===== src/rtl/icache_pkg.sv =====
// rtl/icache_pkg.sv - shared types and sizing helpers for the icache SCM write path
package icache_pkg;

  typedef enum logic [1:0] {
    SWEEP     = 2'd0,
    DONE      = 2'd1,
    OPERATIVE = 2'd2
  } scm_wctrl_state_t;

  function automatic int nb_sets(input int addr_width);
    return 1 << addr_width;
  endfunction

  // The sweep visits every bank of every set: bank index in the low bits, set above it.
  function automatic int sweep_cnt_width(input int nb_banks, input int addr_width);
    return $clog2(nb_banks) + addr_width;
  endfunction

endpackage


===== src/rtl/icache_rr_arbiter.sv =====
// rtl/icache_rr_arbiter.sv - round-robin arbiter, priority starts at ptr, one-hot and binary grant
module icache_rr_arbiter #(
  parameter int NB_REQ = 4
) (
  input  logic [NB_REQ-1:0]         req,
  input  logic [$clog2(NB_REQ)-1:0] ptr,
  output logic [NB_REQ-1:0]         gnt,
  output logic [$clog2(NB_REQ)-1:0] idx
);

  localparam int IDX_W = $clog2(NB_REQ);

  logic             found;
  logic [IDX_W-1:0] cand;

  // NB_REQ is a power of two, so the index sum wraps naturally.
  always_comb begin
    gnt   = '0;
    idx   = '0;
    found = 1'b0;
    cand  = '0;
    for (int i = 0; i < NB_REQ; i++) begin
      cand = ptr + IDX_W'(i);
      if (!found && req[cand]) begin
        found     = 1'b1;
        gnt[cand] = 1'b1;
        idx       = cand;
      end
    end
  end

endmodule


===== src/rtl/icache_scm_write_ctrl.sv =====
// rtl/icache_scm_write_ctrl.sv - arbitrates bank refills onto the shared SCM write port and runs invalidation sweeps
module icache_scm_write_ctrl
  import icache_pkg::*;
#(
  parameter int NB_BANKS       = 4,
  parameter int NB_WAYS        = 4,
  parameter int SCM_ADDR_WIDTH = 4,
  parameter int TAG_WIDTH      = 6,
  parameter int DATA_WIDTH     = 128
) (
  input  logic                                        clk,
  input  logic                                        rst_n,
  input  logic                                        flush_req_i,
  output logic                                        flush_ack_o,
  output logic                                        icache_flushing_o,
  input  logic [NB_BANKS-1:0]                         bank_write_req_i,
  input  logic [NB_BANKS*SCM_ADDR_WIDTH-1:0]          bank_write_addr_i,
  input  logic [NB_BANKS*$clog2(NB_BANKS)-1:0]        bank_write_dest_i,
  input  logic [NB_BANKS*NB_WAYS-1:0]                 bank_write_way_i,
  input  logic [NB_BANKS*(TAG_WIDTH+DATA_WIDTH)-1:0]  bank_write_wdata_i,
  output logic [NB_BANKS-1:0]                         bank_write_gnt_o,
  output logic                                        scm_write_req_o,
  output logic [SCM_ADDR_WIDTH-1:0]                   scm_write_addr_o,
  output logic [$clog2(NB_BANKS)-1:0]                 scm_write_dest_o,
  output logic [NB_WAYS-1:0]                          scm_write_way_o,
  output logic [TAG_WIDTH+DATA_WIDTH-1:0]             scm_write_wdata_o
);

  localparam int BANK_W = $clog2(NB_BANKS);
  localparam int CNT_W  = sweep_cnt_width(NB_BANKS, SCM_ADDR_WIDTH);
  localparam int WD_W   = TAG_WIDTH + DATA_WIDTH;

  scm_wctrl_state_t state, state_nxt;

  logic [CNT_W-1:0]          sweep_cnt;
  logic [BANK_W-1:0]         rr_ptr;
  logic                      flush_pend, flush_pend_nxt;
  logic [NB_BANKS-1:0]       arb_gnt;
  logic [BANK_W-1:0]         arb_idx;
  logic                      gnt_en;
  logic                      issue_wr;
  logic                      rr_adv;
  logic [SCM_ADDR_WIDTH-1:0] issue_addr;
  logic [BANK_W-1:0]         issue_dest;
  logic [NB_WAYS-1:0]        issue_way;
  logic [WD_W-1:0]           issue_wdata;

  icache_rr_arbiter #(
    .NB_REQ (NB_BANKS)
  ) u_arb (
    .req (bank_write_req_i),
    .ptr (rr_ptr),
    .gnt (arb_gnt),
    .idx (arb_idx)
  );

  // Requests seen while sweeping or flushing are granted so no bank stalls, but nothing is written.
  assign bank_write_gnt_o = (rst_n && gnt_en) ? arb_gnt : '0;

  always_comb begin
    state_nxt         = state;
    flush_pend_nxt    = flush_pend;
    gnt_en            = 1'b0;
    issue_wr          = 1'b0;
    rr_adv            = 1'b0;
    flush_ack_o       = 1'b0;
    icache_flushing_o = 1'b0;
    issue_addr        = bank_write_addr_i[arb_idx*SCM_ADDR_WIDTH +: SCM_ADDR_WIDTH];
    issue_dest        = bank_write_dest_i[arb_idx*BANK_W +: BANK_W];
    issue_way         = bank_write_way_i[arb_idx*NB_WAYS +: NB_WAYS];
    issue_wdata       = bank_write_wdata_i[arb_idx*WD_W +: WD_W];
    case (state)
      SWEEP: begin
        icache_flushing_o = 1'b1;
        gnt_en            = 1'b1;
        issue_wr          = 1'b1;
        issue_addr        = sweep_cnt[CNT_W-1:BANK_W];
        issue_dest        = sweep_cnt[BANK_W-1:0];
        issue_way         = '1;
        issue_wdata       = '0;
        if (flush_req_i) flush_pend_nxt = 1'b1;
        if (&sweep_cnt)  state_nxt      = DONE;
      end
      DONE: begin
        flush_ack_o    = flush_pend;
        flush_pend_nxt = flush_req_i;
        state_nxt      = flush_req_i ? SWEEP : OPERATIVE;
      end
      OPERATIVE: begin
        gnt_en = 1'b1;
        if (flush_req_i) begin
          state_nxt      = SWEEP;
          flush_pend_nxt = 1'b1;
        end else if (|arb_gnt) begin
          issue_wr = 1'b1;
          rr_adv   = 1'b1;
        end
      end
      default: state_nxt = SWEEP;
    endcase
  end

  always_ff @(posedge clk) begin
    if (!rst_n) begin
      state             <= SWEEP;
      sweep_cnt         <= '0;
      rr_ptr            <= '0;
      flush_pend        <= 1'b0;
      scm_write_req_o   <= 1'b0;
      scm_write_addr_o  <= '0;
      scm_write_dest_o  <= '0;
      scm_write_way_o   <= '0;
      scm_write_wdata_o <= '0;
    end else begin
      state           <= state_nxt;
      flush_pend      <= flush_pend_nxt;
      scm_write_req_o <= issue_wr;
      if (state == SWEEP) sweep_cnt <= sweep_cnt + 1'b1;
      if (rr_adv)         rr_ptr    <= arb_idx + 1'b1;
      if (issue_wr) begin
        scm_write_addr_o  <= issue_addr;
        scm_write_dest_o  <= issue_dest;
        scm_write_way_o   <= issue_way;
        scm_write_wdata_o <= issue_wdata;
      end
    end
  end

endmodule


===== config.mk =====
export PLATFORM = sky130hd
export DESIGN_NAME = icache_scm_write_ctrl
export DESIGN_NICKNAME = d
export VERILOG_FILES = /design/src/rtl/icache_pkg.sv /design/src/rtl/icache_rr_arbiter.sv /design/src/rtl/icache_scm_write_ctrl.sv
export SDC_FILE = /design/constraint.sdc
export NUM_CORES = 1
export LEC_CHECK = 0
export ABC_AREA = 1
export ABC_CLOCK_PERIOD_IN_PS = 4610
export BUFFER_PORTS_ARGS = -buffer_cell sky130_fd_sc_hd__buf_2
export CAP_MARGIN = 20
export CORE_AREA = 8 8 283 285
export CTS_CLUSTER_SIZE = 28
export DETAILED_ROUTE_END_ITERATION = 12
export DIE_AREA = 0 0 291 293
export PLACE_DENSITY = 0.36
export SETUP_SLACK_MARGIN = 0.5
export SKIP_LAST_GASP = 1
export SLEW_MARGIN = 20
export SYNTH_ARGS = -nofsm -noshare
export SYNTH_HDL_FRONTEND = slang
export SYNTH_SLANG_ARGS = --single-unit

===== constraint.sdc =====
create_clock -name clk -period 4.61 [get_ports clk]
set_input_delay 0.2305 -clock clk [delete_from_list [all_inputs] [get_ports clk]]
set_output_delay 0.2305 -clock clk [all_outputs]
set_load 0.005 [all_outputs]

==> results of run 1 <==
[cell families after synthesis]
group,Yosys count
DFF,156
adders and majority gates,7
and+or+nand+nor,1397
buffers and inverters,490
xor gates and xnor gates,1
AOI/OAI and AO/OA,166
[worst paths after layout]
| kind | startpoint | endpoint |
|---|---|---|
| max | rr_ptr[0] | scm_write_wdata_o[97] |
| min reg2reg | flush_pend | flush_pend |
| min | bank_write_addr_i[10] | scm_write_addr_o[2] |
| max reg2reg | rr_ptr[0] | scm_write_wdata_o[97] |
[report_power, final]
part	switching [W]	internal, W	leakage, nW
sequential	0.00000519	0.00135	1.26
combinational	0.000572	0.000447	7.82
clock	0.000692	0.000860	0.285
[critical path, cell delays in order (launching register included)]
cell and delay, ns:
dfxtp_1 0.61, inv_6 0.13, ha_1 0.39, inv_1 0.08, nand2_1 0.07, nand2_1 0.08, nor2_4 0.21, nand3_1 0.16
inv_2 0.13, nand2_8 0.18, buf_12 0.28, nand3b_1 0.47, nand3_1 0.11, nand2_1 0.08, nand2_1 0.05, a21oi_1 0.12
[routing by layer]
metal / share of wire (%) / wire length (um) / vias up / GRT usage [%]
met2: 50 / 36300 / 512 / 28.8
met4: 1.5 / 1070 / 12 / 3.86
met3: 6.9 / 5050 / 51 / 5.20
met5: 0.11 / 80 / - / 0
met1: 42 / 30600 / 7704 / 19.1
li1: - / - / 8323 / -
[stage by stage]
| step | utilization (%) | hold slack [ns] | power [W] | instances |
|---|---|---|---|---|
| final | 24.1 | 0.153 | 0.00393 | 3815 |
| after global routing | 24.1 | 0.183 | 0.00417 | 3808 |
| after CTS | 24.0 | 0.101 | 0.00403 | 3804 |
| after detailed placement | 23.2 | 0.448 | 0.00242 | 3771 |
| after global placement | 23.2 | 0.448 | 0.00243 | 3771 |
| after floorplan | - | 0.307 | 0.00199 | 2217 |
[layout make-up]
type | instances | area share [%]
inverter | 300 | 6.34
clock inverter | 11 | 0.730
timing repair buffer | 767 | 22.6
clock buffer | 21 | 2.64
tap | 978 | 6.74
sequential | 156 | 17.2
multi-input combinational | 1571 | 43.6
antenna | 11 | 0.152
[state kept, by name, indices dropped and copies added (netlist names)]
| name | cells |
|---|---|
| scm_write_dest_o | 2 |
| sweep_cnt | 6 |
| state | 2 |
| flush_pend | 1 |
| scm_write_addr_o | 4 |
| scm_write_way_o | 4 |
| rr_ptr | 2 |
| scm_write_wdata_o | 134 |
| scm_write_req_o | 1 |
[synth_stat cells (4+ instances only)]
cell type | instances | area (um^2)
a21oi_1 | 153 | 766
buf_1 | 11 | 41.3
buf_2 | 74 | 370
buf_4 | 21 | 158
buf_6 | 13 | 146
clkbuf_1 | 71 | 267
dfxtp_1 | 156 | 3120
ha_1 | 7 | 87.6
inv_1 | 293 | 1100
inv_2 | 5 | 18.8
nand2_1 | 625 | 2350
nand2_2 | 7 | 43.8
nand3_1 | 447 | 2240
nand3b_1 | 271 | 2030
nand4_1 | 7 | 43.8
nor2_1 | 26 | 97.6
nor3_1 | 7 | 35.0
o211ai_1 | 4 | 30.0
o21ai_0 | 4 | 20.0
[what timing repair did]
| item | 4_1_cts | 5_1_grt |
|---|---|---|
| setup buffers | 0 | 0 |
| hold buffers | 1 | 0 |
| endpoints found under the hold margin | 2 | 0 |
==> results.json, run 1 <==
{
  "fin_area_um2": 18200,
  "clockBufferDepth": 2,
  "dr.pass1.iters": 5,
  "finalWeightedCongestion": 0.823,
  "drc": 0,
  "muxShareOfSynthArea_pct": 0,
  "power_density_nw_per_um2": 216,
  "syn_to_final_growth_pct": 38.8,
  "die_w_um": 291,
  "cts.sinks": 156,
  "synth_edf_count": 0,
  "die_h_um": 293,
  "root_buffer": "clkbuf_16",
  "tightestPinTransition_ns": 1.18,
  "leakage_nw": 9.36,
  "rsz0062_at_grt": "no",
  "synthArstFlopShare_pct": 0,
  "ir_drop_v": 0.000193,
  "cts-resized-gates": 0,
  "tns_ns": 0,
  "fin_crit_ns": 3.66,
  "cp_max_fo": 171,
  "grt_max_degree": 172,
  "hold_violations": 0,
  "worstPathArrival_ns": 4.07,
  "status": "finished, final reports clean",
  "multi_input_area_um2": 7920,
  "synth-compound-area-share_pct": 6.50,
  "layout_common_cells": "733 x buf_2, 625 x nand2_1, 447 x nand3_1, 292 x inv_1, 271 x nand3b_1",
  "critPathRequiredTime_ns": 5.01,
  "worstSetupStartpointType": "flop",
  "crit_type": "flop to flop",
  "grt_antenna_before_repair": 17,
  "cts.clk_slew.worst_paths_ns": 0.08,
  "hold_depth": 5,
  "ff_latch_area_um2": 3120,
  "reg2reg_depth": 15,
  "maxSlewHeadroom_pct": 21.2,
  "fill_cells": 8938,
  "drt_iter0_markers": 795,
  "routed_via_density": 4.35,
  "port_buffers": 733,
  "grtUsageTotal_pct": 16.3,
  "ant_nets": 0,
  "grt_pass1_wl_mm": 108,
  "drt_wl_total_mm": 73.1,
  "via_count": 16600,
  "grt_overflow": 0,
  "final_common_cell": "buf_2",
  "setup_viol": 0,
  "synthSimpleGateAreaFrac_pct": 52.8,
  "place_ws_ns": 1.07,
  "ys.flop_type": "dfxtp_1",
  "grt_pass1_vias": 16800,
  "syn_inst": 2217,
  "max_freq_mhz": 273,
  "worst_slack_ns": 0.948,
  "htreeDepth": 4,
  "cts_tree": "done",
  "placed_cell_area_um2": 17500,
  "ys_seq_area_share_pct": 23.9,
  "drive_above_1_share_pct": 29.0,
  "initial_core_util_pct": 17.4,
  "synthAdderAreaFrac_pct": 0.669,
  "syn_area_per_cell_um2": 5.90,
  "hold_class": "primary input to flop",
  "worst_setup_path_end_kind": "flop",
  "clock_skew_ns": 0.0140,
  "place.detailed.hpwl_mm": 54.8,
  "drv_slew": 0,
  "nets": 3403,
  "rows": 101,
  "synth_cell_type_count": 30,
  "reg2reg_slack_ns": 0.95,
  "max-cap-violations": 0,
  "period_share_pct": 79.4,
  "synth_top_family_by_area": "simple AND/OR/NAND/NOR gates",
  "syn_nets": 2807,
  "insertion_delay_ns": 0.48,
  "ioPinCount": 734,
  "wl_per_cell_um": 19.2,
  "numCtsBuffers": 17,
  "synth_area_um2": 13100,
  "synthXorXnorAreaFrac_pct": 0.0669,
  "die-area_um2": 85300,
  "ys_warn_count": 0,
  "ys_ff_latch": 156,
  "core_um2": 75400
}
No activity file was read; power rests on OpenSTA's default activity.
==> run 2, diff against run 1 <==
--- a/config.mk
+++ b/config.mk
@@ -6,7 +6,7 @@
 export NUM_CORES = 1
 export LEC_CHECK = 0
 export ABC_AREA = 1
-export ABC_CLOCK_PERIOD_IN_PS = 4610
+export ABC_CLOCK_PERIOD_IN_PS = 3370
 export BUFFER_PORTS_ARGS = -buffer_cell sky130_fd_sc_hd__buf_2
 export CAP_MARGIN = 20
 export CORE_AREA = 8 8 283 285
==> constraint.sdc (replaced) <==
create_clock -name clk -period 3.37 [get_ports clk]
set_input_delay 0.1685 -clock clk [delete_from_list [all_inputs] [get_ports clk]]
set_output_delay 0.1685 -clock clk [all_outputs]
set_load 0.005 [all_outputs]
==> results.json, run 2 (synthesis gave the netlist of run 1 again) <==
{
  "worst_slack_ns": 0.693,
  "routed_via_density": 4.38,
  "cts_tree": "done",
  "rsz0062_at_grt": "no",
  "grt_max_degree": 141,
  "top_register": "scm_write_wdata_o",
  "whs_endpoint": "scm_write_dest_o[1]",
  "tightestPinTransition_ns": 0.889,
  "nets": 3443,
  "finalWeightedCongestion": 0.811,
  "tns_ns": 0,
  "dr.pass1.iters": 5,
  "htreeDepth": 4,
  "status": "finished, final reports clean",
  "setup_viol": 0,
  "crit_type": "flop to flop",
  "die_h_um": 293,
  "multi_input_area_um2": 7990,
  "comb_power_share_pct": 27.6,
  "clockBufferDepth": 2,
  "worst_setup_path_end_kind": "flop",
  "drt_iter0_markers": 806,
  "core_um2": 75400,
  "root_buffer": "clkbuf_16",
  "max-cap-violations": 0,
  "p_sw_w": 0.00177,
  "p_clk_share_pct": 39.6,
  "p_int_w": 0.00391,
  "layout_common_cells": "733 x buf_2, 623 x nand2_1, 446 x nand3_1, 292 x inv_1, 271 x nand3b_1",
  "cts.sinks": 156,
  "ir_drop_v": 0.000329,
  "regToRegStartpoint": "rr_ptr[1]",
  "numCtsBuffers": 17,
  "period_share_pct": 79.4,
  "insertion_delay_ns": 0.47,
  "grt_pass1_vias": 17000,
  "final_core_util_pct": 25.2,
  "worstSetupStartpointType": "flop",
  "port_buffers": 733,
  "worstPathArrival_ns": 3.07,
  "reg_top3": "scm_write_wdata_o (134), sweep_cnt (6)",
  "syn_to_final_growth_pct": 45.4,
  "hold_violations": 0,
  "maxSlewHeadroom_pct": 40.7,
  "die-area_um2": 85300,
  "swShare_pct": 31.2,
  "die_w_um": 291,
  "drive_above_1_share_pct": 30.0,
  "reg2reg_depth": 15,
  "hold_class": "primary input to flop",
  "ioPinCount": 734,
  "largest_register_ffs": 134,
  "seqPwrFrac_pct": 32.8,
  "place.detailed.hpwl_mm": 55.6,
  "cp_max_fo": 85,
  "place_ws_ns": 0.393,
  "leakage_nw": 9.80,
  "fin_crit_ns": 2.68,
  "clock_skew_ns": 0.0127,
  "grt_antenna_before_repair": 15,
  "reg2reg_slack_ns": 0.69,
  "power_density_nw_per_um2": 298,
  "drt_wl_total_mm": 79.0,
  "via_count": 16900,
  "wl_per_cell_um": 20.5,
  "r2r-end": "scm_write_wdata_o[6]",
  "cts.clk_slew.worst_paths_ns": 0.07,
  "grt_pass1_wl_mm": 110,
  "drv_slew": 0,
  "fill_cells": 8781,
  "rows": 101,
  "drc": 0,
  "critPathRequiredTime_ns": 3.76,
  "hold_path_startpoint": "bank_write_dest_i[5]",
  "max_freq_mhz": 374,
  "grtUsageTotal_pct": 16.6,
  "grt_overflow": 0,
  "final_common_cell": "buf_2",
  "ff_latch_area_um2": 3120,
  "initial_core_util_pct": 17.4,
  "hold_depth": 5,
  "ant_nets": 0
}
-- run 2: cell count changes in the layout (fill, tap and decap cells not counted), sizes merged, moves of 2 or more --
| cell | delta |
|---|---|
| buf | +25 |
| bufinv | +3 |
| clkbuf | +11 |
| clkinvlp | -4 |
| nand2 | +2 |
-- run 2: cell type report --
class                      instances  share of cell area, %
tap                              978                   6.43
antenna                           10                  0.131
multi-input combinational       1574                   42.0
clock inverter                    10                  0.973
timing repair buffer             804                   25.5
sequential                       156                   16.4
inverter                         300                   6.22
clock buffer                      21                   2.42
-- run 2: how the worst max path moves through the flow --
stage                                        end       from
after CTS                 scm_write_wdata_o[132]  rr_ptr[0]
after global routing       scm_write_wdata_o[40]  rr_ptr[1]
final                       scm_write_wdata_o[6]  rr_ptr[1]
after detailed placement   scm_write_wdata_o[40]  rr_ptr[0]
after floorplan              scm_write_addr_o[1]  rr_ptr[1]
after global placement     scm_write_wdata_o[40]  rr_ptr[0]
-- run 2: power groups by stage --
stage	Sequential [W]	Combinational, W	Clock [W]
floorplan	0.00190	0.000819	0
global placement	0.00190	0.00146	0
detailed placement	0.00190	0.00145	0
CTS	0.00186	0.00149	0.00236
global route	0.00186	0.00174	0.00243
finish	0.00186	0.00157	0.00225
-- run 2: stage by stage --
step	area [um^2]	cells	hold slack (ns)	total power [W]
after CTS	18500	3818	0.0334	0.00571
after detailed placement	17700	3780	0.380	0.00335
final	19000	3853	0.0936	0.00567
after global routing	19000	3847	0.0780	0.00603
after floorplan	13100	2217	0.245	0.00272
after global placement	17700	3780	0.381	0.00336
-- run 2: layer usage --
layer / track usage, % / wire, um
met1: 19.7 / 33400
met2: 29.7 / 39700
met3: 4.63 / 5030
met4: 3.38 / 820
met5: 0 / 55
-- run 2: what timing repair did --
| action | in CTS | in global routing |
|---|---|---|
| hold endpoints to repair | 3 | 0 |
| pin swaps | 1 | 7 |
| resized for setup | 9 | 26 |
| gates cloned | 2 | 13 |
| setup endpoints to repair | 116 | 148 |
| hold buffers | 2 | 0 |
| setup buffers | 3 | 12 |
-- run 2: critical path, cell delays in order (launching register included) --
cell      delay [ns]
dfxtp_1         0.35
inv_2           0.09
ha_4            0.30
inv_1           0.06
nand2_1         0.08
nand2_2         0.09
nor2_4          0.18
nand3_1         0.14
inv_2           0.14
nand2_8         0.13
buf_12          0.23
nand3b_1        0.18
nand3_1         0.17
nand2_1         0.15
nand2_1         0.06
a21oi_1         0.13
